`src/rtl/adc_read_scheduler.sv`:
```
// rtl/adc_read_scheduler.sv - supervised XADC DRP read sequencer with running average
//
// Each SOC_TICK starts one transaction. The block waits for an end-of-conversion
// on channel ADDR[4:0], pulses DEN for one cycle, waits for DRDY, captures DO[15:4]
// and folds it into a 2^LOG2_AVG sample average. Each wait state is bounded by
// TIMEOUT_CYC cycles.
//
// Ports:
//   CLK, RST_N          clock (XADC dclk) and synchronous active-low reset
//   SOC_TICK            one-cycle start request
//   EOC, CHANNEL        XADC end-of-conversion strobe and its channel
//   DRDY, DO            XADC DRP read handshake and data
//   DEN, DADDR          DRP enable pulse and constant DRP address
//   SAMPLE/SAMPLE_VALID last captured 12-bit sample and its update strobe
//   AVG/AVG_VALID       last completed average and its update strobe
//   BUSY                high while a transaction is in progress
//   TIMEOUT, OVERRUN    wait-state expiry and dropped-start pulses
module adc_read_scheduler #(
    parameter logic [6:0] ADDR        = 7'h10,
    parameter int         LOG2_AVG    = 2,
    parameter int         TIMEOUT_CYC = 255
) (
    input  logic        CLK,
    input  logic        RST_N,
    input  logic        SOC_TICK,
    input  logic        EOC,
    input  logic [4:0]  CHANNEL,
    input  logic        DRDY,
    input  logic [15:0] DO,
    output logic        DEN,
    output logic [6:0]  DADDR,
    output logic [11:0] SAMPLE,
    output logic        SAMPLE_VALID,
    output logic [11:0] AVG,
    output logic        AVG_VALID,
    output logic        BUSY,
    output logic        TIMEOUT,
    output logic        OVERRUN
);

    // Counter keeps at least one bit so LOG2_AVG=0 still elaborates; with a
    // last-index of 0 every capture completes an average.
    localparam int              CW   = (LOG2_AVG > 0) ? LOG2_AVG : 1;
    localparam int              AW   = 12 + LOG2_AVG;
    localparam logic [CW-1:0]   LAST = CW'((1 << LOG2_AVG) - 1);
    localparam logic [15:0]     TMO  = 16'(TIMEOUT_CYC);

    typedef enum logic [1:0] {
        S_IDLE,
        S_WAIT_EOC,
        S_ISSUE,
        S_WAIT_DRDY
    } state_t;

    state_t          state;
    logic [15:0]     wait_cnt;
    logic [AW-1:0]   acc;
    logic [CW-1:0]   cnt;
    logic [11:0]     sample_q;
    logic [11:0]     avg_q;
    logic            den_q;
    logic            sample_valid_q;
    logic            avg_valid_q;
    logic            busy_q;
    logic            timeout_q;
    logic            overrun_q;

    logic [11:0]     sample_new;
    logic [AW-1:0]   sum;
    logic [AW-1:0]   sum_shr;
    logic            eoc_hit;
    logic            unused_do;

    assign sample_new = DO[15:4];
    assign unused_do  = ^DO[3:0];
    assign sum        = acc + AW'(sample_new);
    assign sum_shr    = sum >> LOG2_AVG;
    assign eoc_hit    = EOC && (CHANNEL == ADDR[4:0]);

    always_ff @(posedge CLK) begin
        if (!RST_N) begin
            state          <= S_IDLE;
            wait_cnt       <= '0;
            acc            <= '0;
            cnt            <= '0;
            sample_q       <= '0;
            avg_q          <= '0;
            den_q          <= 1'b0;
            sample_valid_q <= 1'b0;
            avg_valid_q    <= 1'b0;
            busy_q         <= 1'b0;
            timeout_q      <= 1'b0;
            overrun_q      <= 1'b0;
        end else begin
            den_q          <= 1'b0;
            sample_valid_q <= 1'b0;
            avg_valid_q    <= 1'b0;
            timeout_q      <= 1'b0;
            // A start while busy is dropped, never queued.
            overrun_q      <= SOC_TICK && busy_q;

            case (state)
                S_IDLE: begin
                    if (SOC_TICK) begin
                        state    <= S_WAIT_EOC;
                        wait_cnt <= '0;
                        busy_q   <= 1'b1;
                    end
                end
                S_WAIT_EOC: begin
                    // The awaited event is checked first so it wins over expiry.
                    if (eoc_hit) begin
                        state <= S_ISSUE;
                        den_q <= 1'b1;
                    end else if (wait_cnt == TMO) begin
                        state     <= S_IDLE;
                        busy_q    <= 1'b0;
                        timeout_q <= 1'b1;
                    end else begin
                        wait_cnt <= wait_cnt + 16'd1;
                    end
                end
                S_ISSUE: begin
                    state    <= S_WAIT_DRDY;
                    wait_cnt <= '0;
                end
                S_WAIT_DRDY: begin
                    if (DRDY) begin
                        state          <= S_IDLE;
                        busy_q         <= 1'b0;
                        sample_q       <= sample_new;
                        sample_valid_q <= 1'b1;
                        if (cnt == LAST) begin
                            avg_q       <= sum_shr[11:0];
                            avg_valid_q <= 1'b1;
                            acc         <= '0;
                            cnt         <= '0;
                        end else begin
                            acc <= sum;
                            cnt <= cnt + 1'b1;
                        end
                    end else if (wait_cnt == TMO) begin
                        state     <= S_IDLE;
                        busy_q    <= 1'b0;
                        timeout_q <= 1'b1;
                    end else begin
                        wait_cnt <= wait_cnt + 16'd1;
                    end
                end
                default: begin
                    state  <= S_IDLE;
                    busy_q <= 1'b0;
                end
            endcase
        end
    end

    assign DEN          = den_q;
    assign DADDR        = ADDR;
    assign SAMPLE       = sample_q;
    assign SAMPLE_VALID = sample_valid_q;
    assign AVG          = avg_q;
    assign AVG_VALID    = avg_valid_q;
    assign BUSY         = busy_q;
    assign TIMEOUT      = timeout_q;
    assign OVERRUN      = overrun_q;

endmodule

```
`config.mk`:
```
export PLATFORM = sky130hd
export DESIGN_NAME = adc_read_scheduler
export DESIGN_NICKNAME = d
export VERILOG_FILES = /design/src/rtl/adc_read_scheduler.sv
export SDC_FILE = /design/constraint.sdc
export NUM_CORES = 1
export LEC_CHECK = 0
export ABC_AREA = 1
export BUFFER_PORTS_ARGS = -buffer_cell sky130_fd_sc_hd__buf_2
export CAP_MARGIN = 25
export CORE_ASPECT_RATIO = 0.9
export CORE_UTILIZATION = 41
export DETAILED_ROUTE_END_ITERATION = 7
export GPL_TIMING_DRIVEN = 0
export PLACE_DENSITY_LB_ADDON = 0.12
export SLEW_MARGIN = 20
export SYNTH_ARGS = -nofsm -noshare
export SYNTH_HDL_FRONTEND = slang
export SYNTH_SLANG_ARGS = --single-unit
```
`constraint.sdc`:
```
create_clock -name CLK -period 1.95 [get_ports CLK]
set_input_delay 0.0975 -clock CLK [delete_from_list [all_inputs] [get_ports CLK]]
set_output_delay 0.0975 -clock CLK [all_outputs]
set_load 0.02 [all_outputs]
```
==> results by stage <==
CTS:
- The CTS sink count is 64.
- After clock tree synthesis, the clock-pin slew on the worst setup and hold paths is 0.07 ns.
- TritonCTS built the clock tree.
- The H-tree level count is 3.
- Buffers inserted during clock tree synthesis total 9.
- Buffers added to address setup during post-CTS repair amount to 0.
- The clock tree buffer depth is 2.
- The tree is rooted in a clkbuf_8.
- For the worst-skew pair, the clock arrives at the later sink with an insertion delay of 0.34 ns.

Timing:
- Hold timing on the final database bottoms out at a slack of 0.0160 ns.
- On the final layout, the worst clock skew is 0.00890 ns.
- The total of endpoints with negative setup slack in the final report is 0.
- The clock period minus final worst setup slack is 1.79 ns.
- Setup repair after global routing left no endpoint under its margin.
- The transition at the pin with the smallest max-transition slack is 0.599 ns.
- Timing would allow up to 0.558 GHz.
- The final count of pins violating max slew was 0.
- After layout, the worst path uses 92.0% of the clock period.
- The worst slew margin relative to its limit is 60.0%.
- The count of final hold-check violations is 0.

Floorplanning:
- The floorplan step defined a die boundary enclosing 0.00922 sq mm.
- The standard-cell row count is 32.
- The number of top-level design ports is 63.
- The die outline width is 101 microns.
- The initial core utilization is 42.3%.
- In this run the standard cell core region covers 0.00857 sq mm.
- In this run the vertical extent of the chip is 91.2 microns.

Synth:
- After synthesis the cells add up to 0.00362 sq mm.
- The sequential-to-total area share from yosys stat is 35.4%.
- Among all flip-flop cells after synthesis, the most frequent one is dfxtp_1.
- In the synthesized netlist, the number of instances is 553.
- The number of storage elements in the synthesis netlist is 64.
- The count of unique library cells instantiated by Yosys is 39.
- After synthesis, the mean cell area works out to 6.55 sq um.
- The number of warning messages in the yosys log is 0.
- Of all flip-flops after synthesis, the portion carrying an async set or reset was 0%.
- The number of enable flip-flop cells after synthesis is 0.

Worst setup path:
- The start point of the critical path is wait_cnt[0]$_SDFFE_PN0P_.
- The worst setup path is captured at a flip-flop.
- The biggest fanout along the worst timing path is 10.
- The worst-path cell with the longest stage delay is dfxtp_1.
- Data arrives at the worst endpoint at 2.00 ns.
- The data required time of the worst path is 2.15 ns.
- The reg-to-reg startpoint is wait_cnt[0]$_SDFFE_PN0P_.
- The most repeated library cell on the critical path is nand2_4.
- The capture point of the worst reg-to-reg path is wait_cnt[1]$_SDFFE_PN0P_.
- The delay of the slowest critical-path stage is 0.39 ns.
- The critical path class is flip-flop to flip-flop.
- The number of cells on the worst reg-to-reg path is 11.
- STA classifies the critical path startpoint as a flip-flop.
- In this run the worst setup path terminates at wait_cnt[1]$_SDFFE_PN0P_.
- The worst reg-to-reg setup slack is 0.16 ns.
- The signal on the critical path passes through ha_1, nand3_1, inv_2, nand2_4, clkinv_4, nand3_4, nand2_4, inv_4, buf_6, o21ai_1, nor2_1.

Cells and area:
- The signed area change from the synthesized netlist to the final layout is 17.1%.
- After routing the design area is 0.00424 sq mm.
- In the final layout, the multi-input gates occupy 0.00196 sq mm.
- The total of fill cells in the finished design is 936.
- Cells fill 49.5% of the core in the end.
- 0 antenna diodes ended up in the layout.
- In the final layout, flip-flops and latches occupy 0.00128 sq mm.
- The net total in the final layout is 662.
- The share of layout cells above drive strength 1 is 16.1%.

Drt:
- The routed wirelength normalized by instance count is 12.3 microns.
- The via count normalized by instance count is 4.77.
- The first detailed-routing pass took 7 iterations.
- The wire length reported by the detailed router is 9.14 mm.
- In the routed design, unresolved DRC markers number 0.
- The number of nets with antenna violations after detailed routing is 0.
- The count of vias placed by the detailed router is 3556.
- The number of violations reported at the end of detailed-routing iteration 0 is 166.

GRT:
- The largest net degree at the start of global routing is 11.
- The first global-routing pass estimated 15.1 mm of wire.
- After global routing, the most crowded layer is met2.
- The total overflow reported by the global router is 0.
- The number of antenna violations at the first check in global routing is 0.
- The via count of the first global-routing pass is 3240.
- The met3 capacity usage during global routing is 5.23%.
- Global routing used 21.3% of the available tracks across all layers.
- The routing usage on met1 is 28.7%.
- The met2 track demand over resource is 33.4%.

Hold path:
- The worst hold path belongs to the class input port to flip-flop.

Pwr:
- Dividing total power by cell area gives a power density of 600 mW/mm^2.
- The static power due to leakage is 2.11 nW.
- Across the VDD grid, the largest voltage drop is 0.302 mV.

Placement:
- The HPWL after detailed placement is 7.04 mm.
- The final weighted congestion of routability-driven global placement is 0.901.
- In this run the cell area measured after placement is 0.00405 sq mm.
- The count of buffers added on input and output ports is 51.

Outcome:
- The run finished with clean final reports.

Job:
- The reported max-cap violation count is 0.
[final cells by class]
cell class,count,share of cell area [%]
plain buffers,22,3.21
repair buffers,52,6.25
well taps,119,3.51
multi-input cells,398,46.2
clock buffers,13,3.51
inverters,74,6.72
flip-flops and latches,64,30.2
clock inverters,3,0.413
[state kept, by name, summed over array words and instances, names as in the netlist]
name / count
cnt: 2
state: 2
SAMPLE_VALID: 1
BUSY: 1
DEN: 1
AVG_VALID: 1
acc: 14
OVERRUN: 1
SAMPLE: 12
AVG: 12
wait_cnt: 16
TIMEOUT: 1
[worst max-delay path: cells and delay by family, from the launching register on]
kind	cells	cell delay (ns)
compound gates	1	0.12
fa+ha+maj	1	0.20
buf+inv	4	0.36
flops	1	0.39
simple gates	5	0.58
[cell usage after synthesis, types with 2 or more instances]
master,number,area share (%)
nand2_1,164,17
nor3b_1,2,0.41
clkbuf_1,5,0.52
buf_4,8,1.7
nor2_4,3,0.93
xor2_1,7,1.7
o21ai_1,2,0.28
inv_2,2,0.21
nand3_1,35,4.8
nor2_1,73,7.6
buf_6,2,0.62
o21ai_0,12,1.7
o21bai_1,3,0.62
a21oi_1,40,5.5
nor2_2,3,0.52
xnor2_1,2,0.48
nand4_1,8,1.4
a21o_1,2,0.41
dfxtp_1,64,35
inv_1,70,7.3
conb_1,2,0.21
nand2_4,2,0.62
ha_1,14,4.8
buf_2,7,0.97
nor3_1,7,0.97
[power breakdown]
group	internal [mW]	switching (mW)
clock	0.494	0.511
combinational	0.0740	0.143
sequential	1.31	0.00761
total	1.88	0.662
[routing by layer]
layer | vias to the layer above | part of all wire, %
li1 | 1850 | -
met1 | 1619 | 51
met2 | 75 | 43
met3 | 12 | 5.0
met4 | 0 | 1.5
met5 | - | 0
[kinds of logic (layout without fill, tap and decap cells)]
group	after synthesis	count (layout)	synth area share, %
flops	64	64	35.4
other cells	2	7	0.207
buf+inv	96	164	11.6
fa+ha+maj	15	15	5.39
simple gates	304	304	35.9
xor+xnor	9	9	2.18
compound gates	63	63	9.33
[cell usage in the layout, fill, tap and decap left out, drive strengths merged, types with 3 or more instances in the layout]
cell type,netlist,layout
nand2,167,167
xor2,7,7
nand4,8,8
dfxtp,64,64
nor3,7,7
nor2,79,79
buf,17,68
nand3,37,37
o21ai,14,14
clkbuf,5,18
ha,14,14
inv,73,73
o21bai,3,3
clkinv,1,3
conb,2,7
a21oi,40,40
[worst min-delay path by stage]
stage,startpoint,to,cells past startpoint
after floorplan,SOC_TICK,OVERRUN$_SDFF_PN0_,2
after global placement,SOC_TICK,OVERRUN$_SDFF_PN0_,3
after detailed placement,SOC_TICK,OVERRUN$_SDFF_PN0_,3
after CTS,DO[10],SAMPLE[6]$_SDFFE_PN0P_,3
after global routing,DO[6],SAMPLE[2]$_SDFFE_PN0P_,3
final,DO[10],SAMPLE[6]$_SDFFE_PN0P_,3
[stage by stage]
stage          cells  setup WS (ns)  TNS, ns  total power, mW
5_1_grt          745        0.00194        0             2.66
6_report         745          0.156        0             2.54
3_3_place_gp     728         0.0354        0             1.56
2_1_floorplan    558          0.269        0             1.49
4_1_cts          745         0.0273        0             2.57
3_5_place_dp     728        -0.0201  -0.0234             1.57
[timing repair]
action	CTS	global route
endpoints found under the setup margin	3	8
endpoints found under the hold margin	1	0
resized for setup	1	4
hold buffers	1	0
pin swaps	0	0
Note: power is estimated with default switching activity, not from simulation.
